**src/rtl/uart_cmd_parser_if.sv**
```systemverilog
// Byte stream from the UART receiver into the command parser, and the decoded command results.
// iRx_Done works as a one-cycle valid with no ready: the parser accepts every strobed byte.
interface uart_cmd_parser_if;
  logic [7:0] iRx_Data;
  logic       iRx_Done;
  logic       oCmd_Valid;
  logic [2:0] oCmd_Code;
  logic [4:0] oSet_Hour;
  logic [5:0] oSet_Min;
  logic [5:0] oSet_Sec;
  logic       oErr;

  modport master (
    output iRx_Data, iRx_Done,
    input  oCmd_Valid, oCmd_Code, oSet_Hour, oSet_Min, oSet_Sec, oErr
  );

  modport slave (
    input  iRx_Data, iRx_Done,
    output oCmd_Valid, oCmd_Code, oSet_Hour, oSet_Min, oSet_Sec, oErr
  );
endinterface

```
**src/rtl/uart_cmd_parser.sv**
```systemverilog
// Parses "$<cmd>[HHMMSS]\n" frames from a UART byte stream into command and set-time outputs.
// A partial frame is aborted when no byte arrives for P_TIMEOUT cycles.
module uart_cmd_parser #(
  parameter int unsigned P_TIMEOUT = 100_000_000
) (
  input  logic               iClk,
  input  logic               iRst,
  uart_cmd_parser_if.slave   bus,
  output logic [1:0]         oDbg_State
);

  localparam int unsigned      TW      = $clog2(P_TIMEOUT + 1);
  localparam logic [TW-1:0]    TMO_LIM = TW'(P_TIMEOUT - 1);

  localparam logic [7:0] CH_DOLLAR = 8'h24;
  localparam logic [7:0] CH_LF     = 8'h0A;
  localparam logic [7:0] CH_CR     = 8'h0D;

  typedef enum logic [1:0] {
    ST_IDLE  = 2'd0,
    ST_CMD   = 2'd1,
    ST_DIGIT = 2'd2,
    ST_TERM  = 2'd3
  } state_t;

  state_t          state_q, state_d;
  logic [2:0]      cnt_q, cnt_d;
  logic [3:0]      digit_q [6];
  logic [3:0]      digit_d [6];
  logic [2:0]      pend_q, pend_d;
  logic [TW-1:0]   tmo_q, tmo_d;
  logic            valid_q, valid_d;
  logic            err_q, err_d;
  logic [2:0]      code_q, code_d;
  logic [4:0]      hour_q, hour_d;
  logic [5:0]      min_q, min_d;
  logic [5:0]      sec_q, sec_d;

  logic [6:0]      hour_v, min_v, sec_v;
  logic            time_ok;
  logic [7:0]      rx_b;

  assign rx_b    = bus.iRx_Data;
  assign hour_v  = 7'(digit_q[0]) * 7'd10 + 7'(digit_q[1]);
  assign min_v   = 7'(digit_q[2]) * 7'd10 + 7'(digit_q[3]);
  assign sec_v   = 7'(digit_q[4]) * 7'd10 + 7'(digit_q[5]);
  assign time_ok = (hour_v <= 7'd23) && (min_v <= 7'd59) && (sec_v <= 7'd59);

  always_comb begin
    state_d = state_q;
    cnt_d   = cnt_q;
    digit_d = digit_q;
    pend_d  = pend_q;
    tmo_d   = tmo_q;
    valid_d = 1'b0;
    err_d   = 1'b0;
    code_d  = code_q;
    hour_d  = hour_q;
    min_d   = min_q;
    sec_d   = sec_q;

    // A byte arriving on the expiry cycle wins: it is handled below and the abort is skipped.
    if (state_q == ST_IDLE || bus.iRx_Done) begin
      tmo_d = '0;
    end else if (tmo_q == TMO_LIM) begin
      tmo_d   = '0;
      err_d   = 1'b1;
      state_d = ST_IDLE;
    end else begin
      tmo_d = tmo_q + 1'b1;
    end

    if (bus.iRx_Done) begin
      if (state_q == ST_IDLE) begin
        if (rx_b == CH_DOLLAR) begin
          state_d = ST_CMD;
          cnt_d   = '0;
        end
      end else if (rx_b == CH_DOLLAR) begin
        err_d   = 1'b1;
        state_d = ST_CMD;
        cnt_d   = '0;
      end else if (rx_b != CH_CR) begin
        case (state_q)
          ST_CMD: begin
            state_d = ST_TERM;
            case (rx_b)
              "R":     pend_d = 3'd1;
              "C":     pend_d = 3'd2;
              "M":     pend_d = 3'd3;
              "T": begin
                pend_d  = 3'd4;
                cnt_d   = '0;
                state_d = ST_DIGIT;
              end
              default: begin
                err_d   = 1'b1;
                state_d = ST_IDLE;
              end
            endcase
          end
          ST_DIGIT: begin
            if (rx_b >= 8'h30 && rx_b <= 8'h39) begin
              digit_d[cnt_q] = 4'(rx_b - 8'h30);
              cnt_d          = cnt_q + 3'd1;
              if (cnt_q == 3'd5) state_d = ST_TERM;
            end else begin
              err_d   = 1'b1;
              state_d = ST_IDLE;
            end
          end
          ST_TERM: begin
            state_d = ST_IDLE;
            if (rx_b != CH_LF) begin
              err_d = 1'b1;
            end else if (pend_q == 3'd4 && !time_ok) begin
              err_d = 1'b1;
            end else begin
              valid_d = 1'b1;
              code_d  = pend_q;
              if (pend_q == 3'd4) begin
                hour_d = 5'(hour_v);
                min_d  = 6'(min_v);
                sec_d  = 6'(sec_v);
              end
            end
          end
          default: state_d = ST_IDLE;
        endcase
      end
    end
  end

  always_ff @(posedge iClk or posedge iRst) begin
    if (iRst) begin
      state_q <= ST_IDLE;
      cnt_q   <= '0;
      digit_q <= '{default: 4'd0};
      pend_q  <= '0;
      tmo_q   <= '0;
      valid_q <= 1'b0;
      err_q   <= 1'b0;
      code_q  <= '0;
      hour_q  <= '0;
      min_q   <= '0;
      sec_q   <= '0;
    end else begin
      state_q <= state_d;
      cnt_q   <= cnt_d;
      digit_q <= digit_d;
      pend_q  <= pend_d;
      tmo_q   <= tmo_d;
      valid_q <= valid_d;
      err_q   <= err_d;
      code_q  <= code_d;
      hour_q  <= hour_d;
      min_q   <= min_d;
      sec_q   <= sec_d;
    end
  end

  assign bus.oCmd_Valid = valid_q;
  assign bus.oErr       = err_q;
  assign bus.oCmd_Code  = code_q;
  assign bus.oSet_Hour  = hour_q;
  assign bus.oSet_Min   = min_q;
  assign bus.oSet_Sec   = sec_q;
  assign oDbg_State     = state_q;

endmodule

```
**src/flat_wrapper.sv**
```systemverilog
// flat-port wrapper written by rule: the top's interface ports become plain ports
module uart_cmd_parser_flat 
#(
  parameter int unsigned P_TIMEOUT = 100_000_000
)
  (iClk, iRst, oDbg_State, bus_iRx_Data, bus_iRx_Done, bus_oCmd_Valid, bus_oCmd_Code, bus_oSet_Hour, bus_oSet_Min, bus_oSet_Sec, bus_oErr);
  uart_cmd_parser_if bus_i ();
  input  logic iClk;
  input  logic iRst;
  output logic [1:0] oDbg_State;
  input wire logic [$bits(bus_i.iRx_Data)-1:0] bus_iRx_Data;
  input wire logic [$bits(bus_i.iRx_Done)-1:0] bus_iRx_Done;
  output wire logic [$bits(bus_i.oCmd_Valid)-1:0] bus_oCmd_Valid;
  output wire logic [$bits(bus_i.oCmd_Code)-1:0] bus_oCmd_Code;
  output wire logic [$bits(bus_i.oSet_Hour)-1:0] bus_oSet_Hour;
  output wire logic [$bits(bus_i.oSet_Min)-1:0] bus_oSet_Min;
  output wire logic [$bits(bus_i.oSet_Sec)-1:0] bus_oSet_Sec;
  output wire logic [$bits(bus_i.oErr)-1:0] bus_oErr;
  assign bus_i.iRx_Data = bus_iRx_Data;
  assign bus_i.iRx_Done = bus_iRx_Done;
  assign bus_oCmd_Valid = bus_i.oCmd_Valid;
  assign bus_oCmd_Code = bus_i.oCmd_Code;
  assign bus_oSet_Hour = bus_i.oSet_Hour;
  assign bus_oSet_Min = bus_i.oSet_Min;
  assign bus_oSet_Sec = bus_i.oSet_Sec;
  assign bus_oErr = bus_i.oErr;
  uart_cmd_parser #(.P_TIMEOUT(P_TIMEOUT)) u_core (.iClk(iClk), .iRst(iRst), .bus(bus_i), .oDbg_State(oDbg_State));
endmodule
```
**config.mk**
```make
export PLATFORM = sky130hd
export DESIGN_NAME = uart_cmd_parser_flat
export DESIGN_NICKNAME = d
export VERILOG_FILES = /design/src/rtl/uart_cmd_parser_if.sv /design/src/rtl/uart_cmd_parser.sv /design/src/flat_wrapper.sv
export SDC_FILE = /design/constraint.sdc
export NUM_CORES = 1
export LEC_CHECK = 0
export BUFFER_PORTS_ARGS = -buffer_cell sky130_fd_sc_hd__buf_2
export CORE_MARGIN = 5
export CORE_UTILIZATION = 45
export DETAILED_ROUTE_END_ITERATION = 7
export HOLD_SLACK_MARGIN = 0.12
export SYNTH_ARGS = -nofsm -noshare
export SYNTH_HDL_FRONTEND = slang
export SYNTH_SLANG_ARGS = --single-unit
```
**constraint.sdc**
```tcl
create_clock -name iClk -period 8.6 [get_ports iClk]
set_input_delay 1.29 -clock iClk [delete_from_list [all_inputs] [get_ports iClk]]
set_output_delay 1.29 -clock iClk [all_outputs]
set_load 0.1 [all_outputs]
```
* After elaboration in Yosys (flattened, before gate mapping)
Cells that the tools add are included.
** Word-level totals
- Bits of input ports :: 11
- Flip-flop bits (word level) :: 81
- Word-level logic and storage cells :: 113
- Output and inout bits :: 24
** Cells by class
- Bitwise gates (word level) :: 5
- Magnitude comparators :: 7
- Multiply operators :: 3
- Multiplexer cells :: 42
- Eq/ne operators :: 16
- Reduce and logical (&&, ||, !) cells :: 18
- $add $sub $neg :: 6
** Operators with widths (count)
- $mux 27 :: 2
- $eq 8x7->1 const B :: 4
- $add 27x1->27 const B :: 1
- $eq 27x27->1 const B :: 1
- $bwmux 24 :: 1
- $add 7x4->7 :: 3
- $mul 4x3->6 const B :: 3
- $mux 2 :: 9
- $mux 3 :: 6
- $reduce_and 6->1 :: 3
- $mux 1 :: 17
- $ne 8x4->1 const B :: 2
- $le 7x6->1 const B :: 2
- $demux 4 s3 :: 1
- $pmux 3 s4 :: 1
- $eq 8x6->1 const B :: 1
- $ge 8x6->1 const B :: 1
- $le 8x6->1 const B :: 1
- $pmux 2 s2 :: 2
- $reduce_and 8->1 :: 1
- $le 7x5->1 const B :: 1
- $reduce_and 7->1 :: 1
- $eq 3x3->1 const B :: 2
- $pmux 3 s2 :: 1
- 22 further kinds :: 30

* Depth between registers and ports, before layout
Gate-level depths: netlist (run 1).
- Depth in word-level cells :: 14
- Depth in mapped cells :: 11
- Gate-level depth less buffers :: 10

* Least setup slack after synthesis (run 1)
No wires, ideal clock.
- Path kind :: input to register
- Start :: input port bus_iRx_Data[2]
- End :: register u_core.hour_q[0] (netlist: u_core.bus.oSet_Hour[0])
- Buffers on the path :: 2
- Setup slack :: 5.403 ns
- Stages :: 7
- Data required time :: 8.475 ns
- Setup time :: 0.125 ns
- Arrival time :: 3.071 ns
- Path through :: buf_2 nor4b_1 nand3_1 or3_1 nor3_4 buf_6 mux2_2
** On the way
- Longest elaborated chain between the ends :: 3
- Elaborated cells between the ends (all ways) :: 6
- Classes of those cells :: 3 x eq/ne; 2 x bitwise; 1 x reduce/logical
** Ends and longest elaborated chain
- start, declared :: line flat_wrapper.sv:11 : input wire logic [$bits(bus_i.iRx_Data)-1:0] bus_iRx_Data;
- $ne 8x4->1 / $eq 8x6->1 (equally long branches) :: line uart_cmd_parser.sv:114, uart_cmd_parser.sv:79
- $not 1->1 (no source line)
- $reduce_and 8->1 (no source line) *
- end signal, assigned :: line uart_cmd_parser.sv:156 : hour_q <= hour_d;
- end, declared :: line uart_cmd_parser.sv:35 : logic [4:0] hour_q, hour_d;
Mark *: on every way between the ends. The rest lies on a longest branch, timed or not.
A chain may end at the register's enable or synchronous reset.

* Worst setup path in the final report (run 1)
- Start :: register u_core.digit_q[13] (netlist name)
- End :: register u_core.min_q[3] (netlist: u_core.bus.oSet_Min[3])
** On the way
- Longest elaborated chain between the ends :: 9
** Ends and longest elaborated chain
- start, declared :: line uart_cmd_parser.sv:28 : logic [3:0] digit_q [6];
- start signal, assigned :: line uart_cmd_parser.sv:150 : digit_q <= digit_d;
- $mul 4x3->6 * :: line uart_cmd_parser.sv:45 : assign min_v = 7'(digit_q[2]) * 7'd10 + 7'(digit_q[3]);
- $add 7x4->7 * :: line uart_cmd_parser.sv:45
- $le 7x6->1 :: line uart_cmd_parser.sv:47 : assign time_ok = (hour_v <= 7'd23) && (min_v <= 7'd59) && (sec_v <= 7'd59);
- $logic_and 1x1->1 (2 in a row) :: line uart_cmd_parser.sv:47
- $logic_not 1->1 :: line uart_cmd_parser.sv:116 : end else if (pend_q == 3'd4 && !time_ok) begin
- $logic_and 1x1->1 :: line uart_cmd_parser.sv:116
- $not 1->1 (no source line)
- $reduce_and 8->1 (no source line)
- end signal, assigned :: line uart_cmd_parser.sv:157 : min_q <= min_d;
- end, declared :: line uart_cmd_parser.sv:36 : logic [5:0] min_q, min_d;
Marks and branches as above.

==> results of run 1 <==
state kept, by name, summed over array words and instances (netlist names):
name and cells:
u_core.bus.oSet_Min 6, u_core.bus.oSet_Sec 6, u_core.bus.oSet_Hour 5, u_core.cnt_q 3, u_core.pend_q 3, u_core.bus.oCmd_Code 3
u_core.bus.oCmd_Valid 1, u_core.digit_q 24, u_core.tmo_q 27, u_core.bus.oErr 1, u_core.oDbg_State 2
synthesized netlist by cell type, types with 5 or more instances:
master     n  area share
a21oi_1   11       0.012
nand2_1   27       0.022
nand4_1    6      0.0080
inv_1     24       0.019
clkbuf_1   7      0.0056
dfrtp_1   81        0.43
fa_1       6       0.026
or3_1      7      0.0093
xor2_1    25       0.047
nand2b_1   8       0.011
nand3_1   23       0.024
mux2i_1    5       0.011
mux2_2    36       0.086
and4_1     5      0.0093
xnor2_1   14       0.026
nor2_1    43       0.034
and3_1     8       0.011
ha_1      25       0.067
o21ai_0   15       0.016
power groups by stage:
| stage | logic, mW | registers [mW] | clock network (mW) |
|---|---|---|---|
| finish | 0.110 | 0.395 | 0.288 |
| global route | 0.122 | 0.396 | 0.314 |
| CTS | 0.111 | 0.395 | 0.297 |
| detailed placement | 0.111 | 0.402 | 0 |
| global placement | 0.110 | 0.402 | 0 |
| floorplan | 0.0614 | 0.427 | 0 |
per-layer routing:
metal / wire, um / part of all wire / global-route usage / vias to the layer above
li1: - / - / - / 1637
met1: 4584 / 0.47 / 0.2200 / 1631
met2: 4579 / 0.47 / 0.2531 / 57
met3: 471 / 0.048 / 0.03235 / 9
met4: 80 / 0.0082 / 0.05128 / 0
met5: 0 / 0 / 0 / -
through the flow:
step                  util  power, mW  instance area (sq um)  hold slack [ps]  worst slack [ps]
floorplan                -     0.4881                   4701            447.9              5230
global route        0.5037     0.8312                   5176            505.4              4916
global placement    0.4839     0.5117                   4974            468.2              4925
detailed placement  0.4839     0.5132                   4974            476.2              4871
CTS                 0.5037     0.8028                   5176            489.1              5051
finish              0.5037     0.7933                   5176            490.8              5080
cells by family (layout without fill, tap and decap cells):
family / count (synthesis) / after routing
and+or+nand+nor: 160 / 160
DFF: 81 / 81
AOI/OAI and AO/OA: 53 / 53
muxes: 46 / 46
xor gates and xnor gates: 39 / 39
buffers and inverters: 38 / 74
adders and majority gates: 31 / 31
critical path, delay by kind of cell, from the launching register on:
family | cells | cell delay (ps)
AND/OR/NAND/NOR | 1 | 780
adder cells (fa/ha/maj) | 3 | 1000
AO/OA/AOI/OAI | 2 | 520
flip-flops | 1 | 440
buffers and inverters | 1 | 70
XOR/XNOR | 1 | 190
multiplexers | 1 | 410
final cells by class:
| class | instances | area (sq um) |
|---|---|---|
| clock inverters | 4 | 51.30 |
| fillers | 951 | 5101 |
| clock buffers | 11 | 151.4 |
| well taps | 136 | 170.2 |
| inverters | 24 | 91.34 |
| repair buffers | 35 | 177.7 |
| flip-flops and latches | 81 | 2027 |
| multi-input cells | 329 | 2507 |
layout by cell type (no fill, tap or decap), types with 3 or more instances in the layout:
cell type   n
mux2i_1     5
nor2_1     43
o21ai_0    15
clkbuf_8   11
ha_1       25
a221oi_1    4
and4_1      5
fa_1        6
nand4_1     6
nand2_1    27
dfrtp_1    81
mux2_2     36
or3_1       7
a21oi_1    11
inv_1      23
nand3b_1    4
xnor2_1    14
mux2_4      4
nor3b_1     4
o22ai_1     4
buf_2      34
o31ai_1     4
nand3_1    23
nor3_1      3
and3_1      8
xor2_1     25
nor2b_1     4
nand2b_1    8
final timing paths:
check | start | endpoint | cells after the start
setup reg to reg | u_core.digit_q[13] | u_core.bus.oSet_Min[3] | 9
min in group asynchronous | iRst | u_core.tmo_q[16] | 3
hold reg to reg | u_core.tmo_q[0] | u_core.tmo_q[0] | 1
hold / removal | u_core.tmo_q[0] | u_core.tmo_q[0] | 1
max in group asynchronous | iRst | u_core.bus.oSet_Hour[4] | 3
setup / recovery | u_core.digit_q[13] | u_core.bus.oSet_Min[3] | 9
==> results.toml, run 1 <==
[clock_network]
root_buffer = "clkbuf_8"
cts_made_buffers = 9
clock_sinks = 81
cts_tree = "built"
postCtsSetupBuffers = 0
insertion_delay_ps = 350
cts_resized = 0
ctsLongestPathBuffers = 2
cts.clk_slew.worst_paths_ps = 80
htreeDepth = 3
ctsHoldBuffers = 0

[worst_setup_path]
reg2reg_slack_ps = 5080
cp.arrival_ps = 3760
worst_setup_path_start_kind = "register"
critPathSlowestCell = "nor3_4"
critPathCaptureType = "register"
critPathMostFrequentCell = "ha_1"
cp_max_fo = 17
cp_cell_sequence = "ha_1 -> ha_1 -> inv_1 -> fa_1 -> xor2_1 -> a221oi_1 -> o22ai_1 -> nor3_4 -> mux2_2"
slowest_delay_ps = 780
required_ps = 8840
worstSetupPathType = "reg2reg"

[floorplan]
pin_count = 35
initial_core_util = 0.4574
die_y_um = 112.2
rows = 37
die_w_um = 112.2
die_area_sq_um = 12590
core_area_sq_um = 10280

[yosys]
synthMuxAreaShare = 0.1121
synthSimpleGateAreaFrac = 0.1834
synth_edf_count = 0
synthAdderAreaFrac = 0.09209
async_reset_ff_frac = 1.000
syn_inst = 448
syn-num-nets = 490
synth_xor_area_frac = 0.07266
synth_top_family_by_area = "simple AND/OR/NAND/NOR gates"
synth-compound-area-share = 0.07320
ys_warn_count = 0
syn_avg_cell_area_sq_um = 10.49
mappedNetlistArea_sq_um = 4701
synth-main-ff-cell = "dfrtp_1"
synth_seq_cells = 81
yosysSeqAreaShare = 0.4312
synth_cell_types = 59

[timing]
timing.final.crit_share = 0.4093
fin_crit_ps = 3520
timing.fmax_ghz = 0.2841
skew_ps = 10.70
slew_headroom = 0.3174
slew_viol_final = 0
hold_violations = 0
rsz0062_at_grt = "false"
fin_tns_setup_ps = 0
worstMarginPinSlew_ps = 1024
setup_viol = 0

[routing]
num_vias = 3334
drt-pass1-iter-count = 4
drt-wirelength-per-cell_um = 15.67
ant_nets = 0
drt_iter0_drc = 146
routed_wl_um = 9715
drc_errors = 0
routed_via_density = 5.377

[finish]
syn_to_final_growth_pct = 10.11
layout-drive-gt1-share = 0.2025
fin_cells = 620
nets = 522
antenna_cells = 0

[power]
switchingPower_mw = 0.2288
p_clk_frac = 0.363
p_comb_frac = 0.139
p_seq_frac = 0.498
switching_share = 0.2885
power_leakage_nw = 2.459
powerDensity_nw_per_um2 = 153.3
cell_internal_pwr_mw = 0.5644
irDropWorstVdd_uv = 131.4

[global_routing]
grt_pass1_vias = 3213
antenna_found_initial = 0
grt_max_degree = 82
overflow = 0
track_usage = 0.1595
grt_pass1_wl_um = 16300

[placement]
place_hpwl_um = 7102
io_buffers = 34
gp_congestion = 0.8767
dp.cells = 605

[run]
maxCapViolCount = 0

[run_status]
status = "complete, no violations"

[hold_path]
hp-class = "reg2reg"
No activity file was read; power rests on OpenSTA's default activity.
==> run 2, diff against run 1 <==
clock period = 3.36 ns   (was 8.6 ns; I/O delays follow)
==> results.toml, run 2 (same netlist as run 1, synthesis figures left out) <==
[clock_network]
postCtsSetupBuffers = 0
cts_resized = 0
insertion_delay_ps = 350
ctsLongestPathBuffers = 2
cts.clk_slew.worst_paths_ps = 80
htreeDepth = 3
clock_sinks = 81
cts_made_buffers = 9
cts_tree = "built"
ctsHoldBuffers = 0
root_buffer = "clkbuf_8"

[routing]
routed_via_density = 5.398
drt-wirelength-per-cell_um = 15.36
routed_wl_um = 9601
drt_iter0_drc = 203
ant_nets = 0
num_vias = 3374
drt-pass1-iter-count = 4
drc_errors = 0

[placement]
io_buffers = 34
dp.cells = 609
place_hpwl_um = 7080
gp_congestion = 0.8156

[finish]
layout-drive-gt1-share = 0.2045
final_common_cell = "dfrtp_1"
largest_reg_flops = 27
syn_to_final_growth_pct = 10.94
layout_common_cells = "81 x dfrtp_1, 43 x nor2_1, 36 x mux2_2, 34 x buf_2, 27 x nand2_1"
top_register = "u_core.tmo_q"
num-fill-cells = 974
fin_cells = 625
reg_top3 = "u_core.tmo_q: 27 flops, u_core.digit_q: 24 flops"
antenna_cells = 0
nets = 526

[worst_setup_path]
critPathCaptureType = "register"
worstSetupPathType = "reg2reg"
reg2reg_slack_ps = 240
slowest_delay_ps = 480
cp_cell_sequence = "ha_1 -> ha_1 -> inv_1 -> fa_1 -> a2111oi_0 -> o22ai_1 -> o22ai_1 -> nor3_4 -> buf_4 -> mux2_1"
cp.arrival_ps = 3360
reg2reg_to = "u_core.bus.oSet_Hour[1]"
reg2reg_from = "u_core.digit_q[5]"
critPathSlowestCell = "fa_1"
worst_setup_path_start_kind = "register"
cp_max_fo = 17
worstRegToRegCells = 10
required_ps = 3600

[timing]
hold_ws_ps = 191.9
hold_violations = 0
timing.fmax_ghz = 0.3205
slew_headroom = 0.5960
fin_crit_ps = 3121
rsz0062_at_grt = "false"
slew_viol_final = 0
setup_viol = 0
fin_tns_setup_ps = 0
timing.final.crit_share = 0.9287
worstMarginPinSlew_ps = 605.3
skew_ps = 7.032

[power]
powerDensity_nw_per_um2 = 399.3
irDropWorstVdd_uv = 306.5
power_leakage_nw = 2.478

[floorplan]
rows = 37
core_area_sq_um = 10280
initial_core_util = 0.4574
die_y_um = 112.2
die_area_sq_um = 12590
pin_count = 35
die_w_um = 112.2

[global_routing]
grt_pass1_vias = 3419
overflow = 0
grt_max_degree = 34
track_usage = 0.1612
grt_pass1_wl_um = 16530
antenna_found_initial = 0

[hold_path]
hp-class = "in2async"

[run]
maxCapViolCount = 0

[run_status]
status = "complete, no violations"
run 2: cell count changes in the layout (fill, tap and decap cells not counted):
cell	before	now
clkbuf_8	11	9
bufinv_16	1	2
buf_4	1	5
clkinv_2	2	1
clkbuf_1	0	3
run 2: final cells by class:
cell class | instances | area, sq um | area share
repair buffers | 39 | 207.7 | 0.03983
inverters | 24 | 91.34 | 0.01751
multi-input cells | 329 | 2507 | 0.4808
clock inverters | 4 | 76.32 | 0.01464
well taps | 136 | 170.2 | 0.03263
clock buffers | 12 | 135.1 | 0.02591
flip-flops and latches | 81 | 2027 | 0.3887
run 2: worst max-delay path by stage:
stage	start	end	slack, ps	cells past startpoint
2_1_floorplan	u_core.oDbg_State[0]	u_core.digit_q[16]	290	8
5_1_grt	u_core.digit_q[5]	u_core.bus.oSet_Hour[1]	30	10
4_1_cts	u_core.digit_q[5]	u_core.bus.oSet_Hour[1]	260	10
3_5_place_dp	u_core.digit_q[5]	u_core.bus.oSet_Hour[1]	260	10
3_3_place_gp	u_core.digit_q[21]	u_core.bus.oSet_Sec[4]	390	10
6_report	u_core.digit_q[5]	u_core.bus.oSet_Hour[1]	240	10
run 2: metrics by stage:
stage | instance area, sq um | worst slack [ps] | power [mW] | util
3_5_place_dp | 5004 | 264.4 | 1.322 | 0.4869
2_1_floorplan | 4701 | 289.1 | 1.249 | -
6_report | 5215 | 239.4 | 2.082 | 0.5074
5_1_grt | 5215 | 34.79 | 2.181 | 0.5074
4_1_cts | 5215 | 259.6 | 2.107 | 0.5074
3_3_place_gp | 5004 | 387.7 | 1.318 | 0.4869
run 2: worst max-delay path: cells and delay by family (launching register included):
| family | cells | cell delay (ps) |
|---|---|---|
| AOI/OAI and AO/OA | 3 | 930 |
| adders and majority gates | 3 | 980 |
| buffers and inverters | 2 | 280 |
| DFF | 1 | 430 |
| muxes | 1 | 330 |
| and+or+nand+nor | 1 | 70 |
run 2: where the power goes:
group	leakage [nW]	switching (mW)	internal, mW	total, mW
combinational	1.27	0.212	0.0772	0.289
sequential	1.11	0.0199	0.991	1.01
clock	0.101	0.359	0.423	0.782
run 2: metal layers:
metal	routed length [um]	global-route usage
met1	4521	0.2117
met2	4600	0.2670
met3	365	0.03774
met4	113	0.04647
met5	0	0
==> run 3, diff against run 2 <==
ABC_AREA = 1   (was not set)
==> results.toml, run 3 <==
[run_status]
status = "complete, no violations"

[timing]
rsz0062_at_grt = "false"
fin_tns_setup_ps = 0
setup_viol = 0
slew_viol_final = 0
slew_headroom = 0.3237
fin_crit_ps = 3023
worstMarginPinSlew_ps = 1013
timing.fmax_ghz = 0.3308
hold_violations = 0
skew_ps = 15.39
timing.final.crit_share = 0.8997

[placement]
dp.cells = 773
gp_congestion = 0.8639
place_hpwl_um = 7681
io_buffers = 34

[clock_network]
root_buffer = "clkbuf_8"
postCtsSetupBuffers = 0
ctsHoldBuffers = 0
cts_tree = "built"
cts_made_buffers = 9
cts.clk_slew.worst_paths_ps = 90
insertion_delay_ps = 350
clock_sinks = 81
cts_resized = 0
htreeDepth = 3
ctsLongestPathBuffers = 2

[finish]
num-fill-cells = 1047
layout_common_cells = "153 x nand2_1, 81 x dfrtp_1, 79 x inv_1, 59 x nor2_1, 43 x nand3_1"
nets = 690
final_common_cell = "nand2_1"
multi_input_area_sq_um = 2411
top_register = "u_core.tmo_q"
syn_to_final_growth_pct = 10.69
fin_cells = 788
antenna_cells = 0
reg_top3 = "u_core.tmo_q: 27 flops, u_core.digit_q: 24 flops"
largest_reg_flops = 27
seq_area_sq_um = 2027
layout-drive-gt1-share = 0.1380

[floorplan]
initial_core_util = 0.4628
pin_count = 35
core_area_sq_um = 10370
die_y_um = 113.3
die_w_um = 113.3
die_area_sq_um = 12830
rows = 37

[global_routing]
grt_pass1_vias = 3791
track_usage = 0.1662
grt_pass1_wl_um = 17520
overflow = 0
antenna_found_initial = 0
grt_max_degree = 59

[hold_path]
hp-class = "in2async"

[worst_setup_path]
required_ps = 3600
worstSetupPathType = "reg2reg"
critPathCaptureType = "register"
worst_setup_path_start_kind = "register"
cp.arrival_ps = 3260
cp_max_fo = 27

[routing]
drt_iter0_drc = 216
drt-pass1-iter-count = 5
ant_nets = 0
drc_errors = 0
drt-wirelength-per-cell_um = 12.81
num_vias = 3945
routed_via_density = 5.006
routed_wl_um = 10090

[yosys]
synth_top_cell_by_area = "dfrtp_1"
ys_top_cells_by_area = "dfrtp_1 42%, nand2_1 12%, ha_1 6.5%"
synth_edf_count = 0
syn_avg_cell_area_sq_um = 7.960
synth_cell_types = 38
synth.most_common_cell = "nand2_1"
mappedNetlistArea_sq_um = 4800
yosysSeqAreaShare = 0.4223
ys_warn_count = 0
async_reset_ff_frac = 1.000
synth_seq_cells = 81
yosys-top-cells-count = "153 x nand2_1, 81 x dfrtp_1, 80 x inv_1"
synth_top_area_share = 0.4223
syn_inst = 603
syn-num-nets = 645
synth-main-ff-cell = "dfrtp_1"

[power]
switching_share = 0.3070
p_comb_frac = 0.168
power_leakage_nw = 2.609
switchingPower_mw = 0.6341
cell_internal_pwr_mw = 1.431
powerDensity_nw_per_um2 = 388.7
p_clk_frac = 0.330
irDropWorstVdd_uv = 350.1
p_seq_frac = 0.502

[run]
maxCapViolCount = 0
==> run 3: changes by cell type after synthesis, sizes merged, moves of 8 or more <==
cell | before | now
nand2b | 8 | 0
nand4 | 6 | 16
nand2 | 27 | 160
nor2 | 43 | 63
clkbuf | 8 | 0
inv | 24 | 87
xnor2 | 14 | 4
and3 | 8 | 0
o21ai | 16 | 50
nand3 | 23 | 48
mux2 | 41 | 0
xor2 | 25 | 7
nor3 | 4 | 21
==> run 3: cell type report <==
| type | instances | area share |
|---|---|---|
| repair buffers | 37 | 0.03627 |
| clock buffers | 11 | 0.02473 |
| clock inverters | 4 | 0.008479 |
| inverters | 87 | 0.06312 |
| well taps | 136 | 0.03203 |
| multi-input cells | 432 | 0.4538 |
| flip-flops and latches | 81 | 0.3815 |
==> run 3: path summary, 6_finish.rpt <==
check	from	endpoint	slack (ps)	cells past startpoint
setup reg to reg	u_core.digit_q[21]	u_core.bus.oSet_Sec[3]	340	16
hold reg to reg	u_core.tmo_q[0]	u_core.tmo_q[0]	460	1
min in group iClk	u_core.tmo_q[0]	u_core.tmo_q[0]	460	1
setup / recovery	u_core.digit_q[21]	u_core.bus.oSet_Sec[3]	340	16
max in group asynchronous	iRst	u_core.bus.oSet_Sec[3]	2250	3
hold / removal	iRst	u_core.tmo_q[12]	350	2
==> run 3: cell families after synthesis <==
| kind of cell | share of synthesized area |
|---|---|
| AND/OR/NAND/NOR | 0.3058 |
| buffers and inverters | 0.07534 |
| flip-flops | 0.4223 |
| AO/OA/AOI/OAI | 0.08629 |
| adder cells (fa/ha/maj) | 0.09020 |
| XOR/XNOR | 0.02007 |
==> run 3: layer usage <==
layer	global-route usage	wire [um]	vias up
met5	0	0	-
met4	0.05369	116	0
met3	0.03529	375	9
met2	0.2630	4543	69
met1	0.2281	5057	1817
li1	-	-	2050
==> run 3: metrics by stage <==
stage	utilization	worst slack, ps	power [mW]	hold slack, ps	area [sq um]
floorplan	-	647.5	1.314	432.9	4800
global placement	0.4953	476.5	1.404	446.0	5136
detailed placement	0.4953	328.1	1.405	453.1	5136
CTS	0.5123	297.8	2.091	384.1	5313
global route	0.5123	153.6	2.177	440.1	5313
finish	0.5123	337.0	2.065	347.6	5313
==> run 3: critical path, stage by stage, from the launching register on <==
cell and delay, ps:
dfrtp_1 430, ha_1 320, ha_1 200, inv_1 70, fa_1 470, nor2_2 170, nand3b_1 90, nand3_1 80
nand3_1 70, nor2_1 150, nand3_1 120, nand2_2 110, nand3_4 140, inv_8 130, nand2_8 130, nand2_1 150
o21ai_2 60
==> run 3: power groups by stage <==
| stage | Clock, mW | Combinational, mW | Sequential (mW) |
|---|---|---|---|
| after global placement | 0 | 0.348 | 1.06 |
| after floorplan | 0 | 0.196 | 1.12 |
| after CTS | 0.703 | 0.350 | 1.04 |
| after global routing | 0.744 | 0.389 | 1.04 |
| after detailed placement | 0 | 0.348 | 1.06 |
| final | 0.681 | 0.347 | 1.04 |
